File: config.mk
export PLATFORM = sky130hd
export DESIGN_NAME = mem_port_arbiter_flat
export DESIGN_NICKNAME = d
export VERILOG_FILES = /design/src/rtl/mem_port_arbiter_if.sv /design/src/rtl/mem_port_arbiter.sv /design/src/flat_wrapper.sv
export SDC_FILE = /design/constraint.sdc
export NUM_CORES = 1
export LEC_CHECK = 0
export ABC_AREA = 0
export ABC_CLOCK_PERIOD_IN_PS = 1900
export CAP_MARGIN = 20
export CORE_MARGIN = 2
export CORE_UTILIZATION = 38
export CTS_CLUSTER_SIZE = 16
export DETAILED_ROUTE_END_ITERATION = 8
export MAX_ROUTING_LAYER = met4
export PLACE_DENSITY = 0.8
export RECOVER_POWER = 25
export SKIP_CTS_REPAIR_TIMING = 1
export SLEW_MARGIN = 20
export SYNTH_ARGS = -nofsm -noshare
export SYNTH_HDL_FRONTEND = slang
export SYNTH_SLANG_ARGS = --single-unit
File: constraint.sdc
create_clock -name clk -period 1.9 [get_ports clk]
set_clock_uncertainty 0.05 [all_clocks]
set_input_delay 0.19 -clock clk [delete_from_list [all_inputs] [get_ports clk]]
set_output_delay 0.19 -clock clk [all_outputs]
set_load 0.01 [all_outputs]
File: src/rtl/mem_port_arbiter_if.sv
// Single shared memory port between the arbiter (master) and the memory (slave).
// The arbiter drives the request fields; the memory returns ready and read data.
interface mem_port_arbiter_if #(
    parameter int AW = 32,
    parameter int DW = 32
);
    logic          m_valid;
    logic          m_rw;
    logic          m_ready;
    logic [AW-1:0] m_addr;
    logic [DW-1:0] m_wdata;
    logic [DW-1:0] m_rdata;

    modport master (
        output m_valid, m_rw, m_addr, m_wdata,
        input  m_ready, m_rdata
    );

    modport slave (
        input  m_valid, m_rw, m_addr, m_wdata,
        output m_ready, m_rdata
    );
endinterface

File: src/rtl/mem_port_arbiter.sv
// Arbitrates the core's single memory port between fetch (IF) and load/store (D).
// Fixed priority D > IF with a burst limit, registered command fields and a ready timeout.
module mem_port_arbiter #(
    parameter int AW          = 32,
    parameter int DW          = 32,
    parameter int MAX_D_BURST = 4,
    parameter int TIMEOUT     = 16
) (
    input  logic                clk,
    input  logic                reset_n,
    input  logic                if_req,
    input  logic [AW-1:0]       if_addr,
    output logic                if_done,
    output logic [DW-1:0]       if_rdata,
    input  logic                d_req,
    input  logic                d_rw,
    input  logic [AW-1:0]       d_addr,
    input  logic [DW-1:0]       d_wdata,
    output logic                d_done,
    output logic [DW-1:0]       d_rdata,
    output logic                err,
    mem_port_arbiter_if.master  mem
);
    localparam logic [1:0] IDLE   = 2'd0;
    localparam logic [1:0] ACCESS = 2'd1;
    localparam logic [1:0] RESP   = 2'd2;

    localparam int BW = (MAX_D_BURST > 1) ? $clog2(MAX_D_BURST + 1) : 1;
    localparam int TW = (TIMEOUT > 1) ? $clog2(TIMEOUT) : 1;
    localparam logic [BW-1:0] BURST_MAX = BW'(MAX_D_BURST);
    localparam logic [TW-1:0] TMO_LAST  = TW'((TIMEOUT > 0) ? TIMEOUT - 1 : 0);
    localparam bit            TMO_EN    = (TIMEOUT != 0);

    logic [1:0]    state;
    logic          owner_d;
    logic          timed_out;
    logic [BW-1:0] burst_cnt;
    logic [TW-1:0] tmo_cnt;
    logic          grant_d;
    logic          grant_if;

    // D wins a contended slot until it has taken MAX_D_BURST of them in a row.
    always_comb begin
        grant_d  = d_req && (!if_req || (burst_cnt != BURST_MAX));
        grant_if = if_req && !grant_d;
    end

    always_ff @(posedge clk or negedge reset_n) begin
        if (!reset_n) begin
            state       <= IDLE;
            owner_d     <= 1'b0;
            timed_out   <= 1'b0;
            burst_cnt   <= '0;
            tmo_cnt     <= '0;
            mem.m_valid <= 1'b0;
            mem.m_rw    <= 1'b0;
            mem.m_addr  <= '0;
            mem.m_wdata <= '0;
            if_rdata    <= '0;
            d_rdata     <= '0;
        end else begin
            case (state)
                IDLE: begin
                    if (grant_d || grant_if) begin
                        owner_d     <= grant_d;
                        mem.m_addr  <= grant_d ? d_addr : if_addr;
                        mem.m_rw    <= grant_d && d_rw;
                        if (grant_d) begin
                            mem.m_wdata <= d_wdata;
                        end
                        mem.m_valid <= 1'b1;
                        tmo_cnt     <= '0;
                        timed_out   <= 1'b0;
                        state       <= ACCESS;
                        if (grant_if || !if_req) begin
                            burst_cnt <= '0;
                        end else if (burst_cnt != BURST_MAX) begin
                            burst_cnt <= burst_cnt + 1'b1;
                        end
                    end
                end
                ACCESS: begin
                    // A ready on the final timeout cycle still counts as a normal completion.
                    if (mem.m_ready) begin
                        if (!mem.m_rw) begin
                            if (owner_d) begin
                                d_rdata <= mem.m_rdata;
                            end else begin
                                if_rdata <= mem.m_rdata;
                            end
                        end
                        mem.m_valid <= 1'b0;
                        state       <= RESP;
                    end else if (TMO_EN && (tmo_cnt == TMO_LAST)) begin
                        if (owner_d) begin
                            d_rdata <= '0;
                        end else begin
                            if_rdata <= '0;
                        end
                        mem.m_valid <= 1'b0;
                        timed_out   <= 1'b1;
                        state       <= RESP;
                    end else begin
                        tmo_cnt <= tmo_cnt + 1'b1;
                    end
                end
                RESP: begin
                    state <= IDLE;
                end
                default: begin
                    state <= IDLE;
                end
            endcase
        end
    end

    assign if_done = (state == RESP) && !owner_d;
    assign d_done  = (state == RESP) && owner_d;
    assign err     = (state == RESP) && timed_out;
endmodule

File: src/flat_wrapper.sv
// flat-port wrapper written by rule: the top's interface ports become plain ports
module mem_port_arbiter_flat 
#(
    parameter int AW          = 32,
    parameter int DW          = 32,
    parameter int MAX_D_BURST = 4,
    parameter int TIMEOUT     = 16
)
  (clk, reset_n, if_req, if_addr, if_done, if_rdata, d_req, d_rw, d_addr, d_wdata, d_done, d_rdata, err, mem_m_valid, mem_m_rw, mem_m_addr, mem_m_wdata, mem_m_ready, mem_m_rdata);
  mem_port_arbiter_if #(.AW(AW), .DW(DW)) mem_i ();
  input  logic clk;
  input  logic reset_n;
  input  logic if_req;
  input  logic [AW-1:0] if_addr;
  output logic if_done;
  output logic [DW-1:0] if_rdata;
  input  logic d_req;
  input  logic d_rw;
  input  logic [AW-1:0] d_addr;
  input  logic [DW-1:0] d_wdata;
  output logic d_done;
  output logic [DW-1:0] d_rdata;
  output logic err;
  output wire logic [$bits(mem_i.m_valid)-1:0] mem_m_valid;
  output wire logic [$bits(mem_i.m_rw)-1:0] mem_m_rw;
  output wire logic [$bits(mem_i.m_addr)-1:0] mem_m_addr;
  output wire logic [$bits(mem_i.m_wdata)-1:0] mem_m_wdata;
  input wire logic [$bits(mem_i.m_ready)-1:0] mem_m_ready;
  input wire logic [$bits(mem_i.m_rdata)-1:0] mem_m_rdata;
  assign mem_m_valid = mem_i.m_valid;
  assign mem_m_rw = mem_i.m_rw;
  assign mem_m_addr = mem_i.m_addr;
  assign mem_m_wdata = mem_i.m_wdata;
  assign mem_i.m_ready = mem_m_ready;
  assign mem_i.m_rdata = mem_m_rdata;
  mem_port_arbiter #(.AW(AW), .DW(DW), .MAX_D_BURST(MAX_D_BURST), .TIMEOUT(TIMEOUT)) u_core (.clk(clk), .reset_n(reset_n), .if_req(if_req), .if_addr(if_addr), .if_done(if_done), .if_rdata(if_rdata), .d_req(d_req), .d_rw(d_rw), .d_addr(d_addr), .d_wdata(d_wdata), .d_done(d_done), .d_rdata(d_rdata), .err(err), .mem(mem_i));
endmodule
**Yosys cells after proc, flatten, opt, wreduce, memory -nomap -nowiden**

Index checks and enable logic that the tools add are counted.

- Bitwise gates (word level): 1
- Divide/modulo/power cells: 0
- Multipliers: 0
- Mux-type cells: 29
- Magnitude comparators: 0
- Add/subtract/negate cells: 2
- Reductions and logical operators: 25
- Equality and inequality tests: 10
- Shift operators: 0

Operators with widths:

| cell | number |
|---|---|
| $mux W32 | 11 |
| $reduce_and A4 Y1 | 4 |
| $mux W4 | 3 |
| $reduce_and A3 Y1 | 3 |
| $pmux W4 S2 | 1 |
| $logic_and A1 B1 Y1 | 6 |
| $mux W1 | 6 |
| $mux W2 | 3 |
| $mux W3 | 2 |
| $ne A2 B2 Y1 const B | 3 |
| $reduce_bool A2 Y1 | 3 |
| $add A4 B1 Y4 const B | 1 |
| $eq A4 B4 Y1 const B | 1 |
| $ne A2 B1 Y1 const B | 2 |
| $pmux W1 S2 | 2 |
| $pmux W2 S2 | 1 |
| $reduce_and A2 Y1 | 2 |
| $add A3 B1 Y3 const B | 1 |
| $logic_not A1 Y1 | 3 |
| $logic_or A1 B1 Y1 | 3 |
| $ne A3 B2 Y1 const B | 1 |
| $ne A3 B3 Y1 const B | 1 |
| $eq A2 B1 Y1 const B | 1 |
| $eq A2 B2 Y1 const B | 1 |
| other kinds (2) | 2 |

- Output and inout port bits: 133
- RAM bits: 0
- Bits in read-only memories: 0
- Bits of input ports: 134
- Memories: 0
- Register bits: 141
- Bits in latches: 0
- Word-level logic and storage cells: 78

**Depth between registers and ports, before layout**

- Word-level depth: 8
- Mapped depth: 7
- Mapped depth without buffers: 5

**Worst setup path before layout**

OpenSTA, ideal clock, no wires.

- Path type: register -> register
- From: reg u_core.burst_cnt[0]
- To: reg u_core.mem.m_wdata[10]
- Path slack: 176 ps
- Path buffers: 2
- Arrival: 1547 ps
- Library setup time: 128 ps
- Cell stages (with the launch flop): 8
- Required time: 1722 ps
- Cell sequence: dfrtp_1 > inv_1 > ha_1 > nand3_2 > and3_1 > buf_2 > buf_2 > mux2_1

- Longest elaborated chain between the ends: 7

RTL lines:

| element | line | text |
|---|---|---|
| start: declaration | mem_port_arbiter.sv:37 | `logic [BW-1:0] burst_cnt;` |
| start signal: assignment | mem_port_arbiter.sv:78 | `burst_cnt <= burst_cnt + 1'b1;` |
| $ne A3 B3 Y1 * | mem_port_arbiter.sv:44 | `grant_d = d_req && (!if_req \|\| (burst_cnt != BURST_MAX));` |
| $logic_or A1 B1 Y1 * | mem_port_arbiter.sv:44 |  |
| $logic_and A1 B1 Y1 * | mem_port_arbiter.sv:44 |  |
| $logic_not A1 Y1 | mem_port_arbiter.sv:45 | `grant_if = if_req && !grant_d;` |
| $logic_and A1 B1 Y1 | mem_port_arbiter.sv:45 |  |
| $logic_or A1 B1 Y1 | mem_port_arbiter.sv:64 | `if (grant_d \|\| grant_if) begin` |
| $reduce_and A3 Y1 (no line) * | n/a |  |
| end signal: assignment | mem_port_arbiter.sv:69 | `mem.m_wdata <= d_wdata;` |
| end: declaration | mem_port_arbiter_if.sv:15 | `output m_valid, m_rw, m_addr, m_wdata,` |

Mark *: on every way between the ends. The rest lies on a longest branch, timed or not.
A chain may end at the register's enable or synchronous reset.

**Final worst setup path**

- From: reg u_core.tmo_cnt[0]
- To: reg u_core.if_rdata[10]

- Longest elaborated chain between the ends: 3

RTL lines:

| element | line | text |
|---|---|---|
| start: declaration | mem_port_arbiter.sv:38 | `logic [TW-1:0] tmo_cnt;` |
| start signal: assignment | mem_port_arbiter.sv:104 | `tmo_cnt <= tmo_cnt + 1'b1;` |
| $eq A4 B4 Y1 | mem_port_arbiter.sv:94 | `end else if (TMO_EN && (tmo_cnt == TMO_LAST)) begin` |
| $reduce_bool A2 Y1 (no line) | n/a |  |
| $reduce_and A4 Y1 (no line) | n/a |  |
| end signal: assignment | mem_port_arbiter.sv:89 | `if_rdata <= mem.m_rdata;` |
| end: declaration | mem_port_arbiter.sv:14 | `output logic [DW-1:0] if_rdata,` |

No other way between the ends.

==> impl_metrics.toml <==
[cts]
cts-root-buf = "clkbuf_16"
clk_latency_ns = 0.41
clockBufferDepth = 2
path_clk_slew_ns = 0.06
cts.htree.levels = 4
cts_buffers = 17
cts_tree = "yes"
cts_sinks = 141

[synthesis]
ys_warn_count = 0
seq_area_frac_synth = 0.593
synth_area_sq_um = 5950
postSynthCellCount = 481
syn_avg_cell_area_sq_um = 12.4
synth-seq-cells = 141
synthDistinctLibCells = 39
synth_nets = 618

[timing]
fmax_ghz = 0.565
worst_pin_slew_ns = 0.915
rsz0062_at_grt = "false"
min_period_ns = 1.77
finalSetupTns_ns = 0
hold_viol = 0
finalSetupViolCount = 0
relSlewSlack = 0.390
period_share = 0.932
finalMaxSlewViolations = 0

[floorplanning]
coreArea_sq_um = 15300
die_h_microns = 129
start_util = 0.390
design.portCount = 267
die_x_microns = 129
design.die.area_sq_um = 16700
fp-row-count = 45

[cells_and_area]
fill_cells = 1179
nets = 875
diodes = 0
syn_to_final_growth_pct = 60.9
drive_above_1_share = 0.0999
stdcell_count = 962
final-seq-area_sq_um = 3530
fin_util = 0.628
multi_input_area_sq_um = 2160

[pwr]
combPwrFrac = 0.432
clock_power_share = 0.222
peakVddDrop_mv = 0.716
p_sw_frac = 0.320
power_frac_seq = 0.347
leakagePower_nw = 3.85
total_power_w = 0.0153
switching_power_w = 0.00490
p_per_area_nw_per_um2 = 1600
internal_power_w = 0.0104

[setup_path]
crit_type = "flop to flop"
required_ns = 2.14
endpoint_kind = "flop"
arrival_ns = 2.01
ff2ff_setup_slack_ns = 0.13
cp-start-kind = "flop"
cp_max_fo = 32

[flow_run]
maxCapViolCount = 0

[routing]
drt-total-wl_microns = 17900
ant_nets = 0
via_per_inst = 5.57
drc_errors = 0
drtPass1Iterations = 5
initialDrtViolationCount = 320
wl_per_cell_microns = 18.6
vias = 5361

[place]
hpwl_microns = 12500
dpl.cell_count = 928
numPortBuffers = 266
place_congestion = 0.822

[global_route]
grt_pass1_wl_microns = 27800
antenna_found_initial = 0
grt_pass1_vias = 5453
gr-total-overflow = 0
grt_usage = 0.219
grt_max_degree = 67

[hold_path]
holdCritPathClass = "input port to flop"

[status]
outcome = "completed"
==> sequential cells by signal, summed over array words and instances, names as in the netlist <==
| name | cells |
|---|---|
| u_core.mem.m_rw | 1 |
| u_core.d_rdata | 32 |
| u_core.mem.m_addr | 32 |
| u_core.owner_d | 1 |
| u_core.mem.m_valid | 1 |
| u_core.mem.m_wdata | 32 |
| u_core.burst_cnt | 3 |
| u_core.state | 2 |
| u_core.timed_out | 1 |
| u_core.if_rdata | 32 |
| u_core.tmo_cnt | 4 |
==> placed cells by master (no fill, tap or decap), types with 2 or more instances in the layout <==
master	count
o211ai_1	32
buf_12	10
nand2_1	3
clkinv_4	4
nor3_4	2
mux2_2	4
or2_2	2
nand3_1	35
clkdlybuf4s50_1	261
a31oi_1	6
clkinvlp_4	2
ha_1	2
clkbuf_16	17
nand2b_1	3
o21ai_0	25
dfrtp_2	3
o21ai_1	13
a32o_1	63
nand4_1	33
bufinv_16	3
mux2_1	28
a2111o_1	2
buf_4	15
clkbuf_1	2
dlymetal6s2s_1	3
nor2_1	3
inv_1	6
dfrtp_1	138
o2bb2ai_1	2
inv_6	2
and3_1	3
==> power groups by stage <==
| stage | logic (W) | clock network, W | registers [W] |
|---|---|---|---|
| after floorplan | 0.00213 | 0 | 0.00585 |
| after global placement | 0.00643 | 0 | 0.00525 |
| after detailed placement | 0.00663 | 0 | 0.00533 |
| after CTS | 0.00665 | 0.00345 | 0.00531 |
| after global routing | 0.00705 | 0.00359 | 0.00548 |
| final | 0.00660 | 0.00339 | 0.00530 |
==> final cells by class <==
cell class              count  share of cell area
clock buffers              20              0.0466
clock inverters            12              0.0170
inverters                   7             0.00274
multi-input cells         279               0.226
flip-flops and latches    141               0.369
well taps                 211              0.0276
repair buffers            292               0.311
==> cell families after synthesis <==
logic type | count (synthesis) | synth area share
mux | 32 | 0.0605
simple gates | 94 | 0.0912
buf+inv | 61 | 0.0490
fa+ha+maj | 3 | 0.00631
compound gates | 150 | 0.200
flops | 141 | 0.593
==> worst max-delay path, cell delays in order, from the launching register on <==
cell,delay [ns]
dfrtp_1,0.38
ha_2,0.24
a31oi_1,0.14
a2111o_1,0.41
buf_12,0.18
a32o_1,0.23
==> worst paths after layout <==
| path | startpoint | to | cells after the start |
|---|---|---|---|
| hold reg to reg | u_core.mem.m_wdata[7]$_DFFE_PN0P_ | u_core.mem.m_wdata[7]$_DFFE_PN0P_ | 1 |
| hold / removal | mem_m_ready | u_core.state[0]$_DFFE_PN0P_ | 3 |
| max in group asynchronous | reset_n | u_core.mem.m_wdata[6]$_DFFE_PN0P_ | 3 |
| setup reg to reg | u_core.tmo_cnt[0]$_DFFE_PN0P_ | u_core.if_rdata[10]$_DFFE_PN0P_ | 5 |
| min in group asynchronous | reset_n | u_core.d_rdata[27]$_DFFE_PN0P_ | 2 |
| setup / recovery | u_core.tmo_cnt[0]$_DFFE_PN0P_ | u_core.if_rdata[10]$_DFFE_PN0P_ | 5 |
==> metrics by stage <==
step                      hold slack (ns)  instance area [sq um]  setup WS [ns]
after floorplan                    -0.156                   5950          0.176
after global placement             0.0532                   8940          0.148
after detailed placement           0.0553                   8940         0.0711
after CTS                          -0.390                   9550         -0.239
after global routing                0.269                   9580         0.0497
final                               0.229                   9580          0.129
==> Yosys cell counts <==
master	number	share of area
a2111o_1	2	0.0038
a21o_1	1	0.0013
a21oi_1	1	0.00084
a22o_1	1	0.0015
a31o_2	1	0.0015
a31oi_1	6	0.0063
a32o_1	63	0.11
and2_1	1	0.0011
and3_1	3	0.0032
and3b_1	1	0.0015
buf_1	2	0.0013
buf_2	14	0.012
buf_6	6	0.011
clkbuf_1	32	0.020
dfrtp_1	141	0.59
ha_1	3	0.0063
inv_1	6	0.0038
inv_2	1	0.00063
mux2_1	28	0.053
mux2_2	4	0.0076
nand2_1	3	0.0019
nand2b_1	3	0.0032
nand3_1	35	0.029
nand3_2	1	0.0017
nand4_1	33	0.035
nand4b_1	1	0.0015
nor2_1	5	0.0032
nor2b_1	1	0.0011
nor3_2	2	0.0034
nor3b_1	2	0.0025
o211a_1	1	0.0017
o211ai_1	32	0.040
o21ai_0	25	0.021
o21ai_1	13	0.011
o22ai_1	1	0.0011
o2bb2ai_1	2	0.0029
o31ai_1	1	0.0013
or2_2	2	0.0021
or3_1	1	0.0011
==> per-layer routing <==
layer	GRT usage	up-vias	share of wire
met5	-	-	0
met1	0.261	2672	0.40
li1	-	2404	-
met3	0.0491	27	0.069
met4	0.0767	0	0.016
met2	0.365	258	0.52
Power figures use the tool's default switching activity.
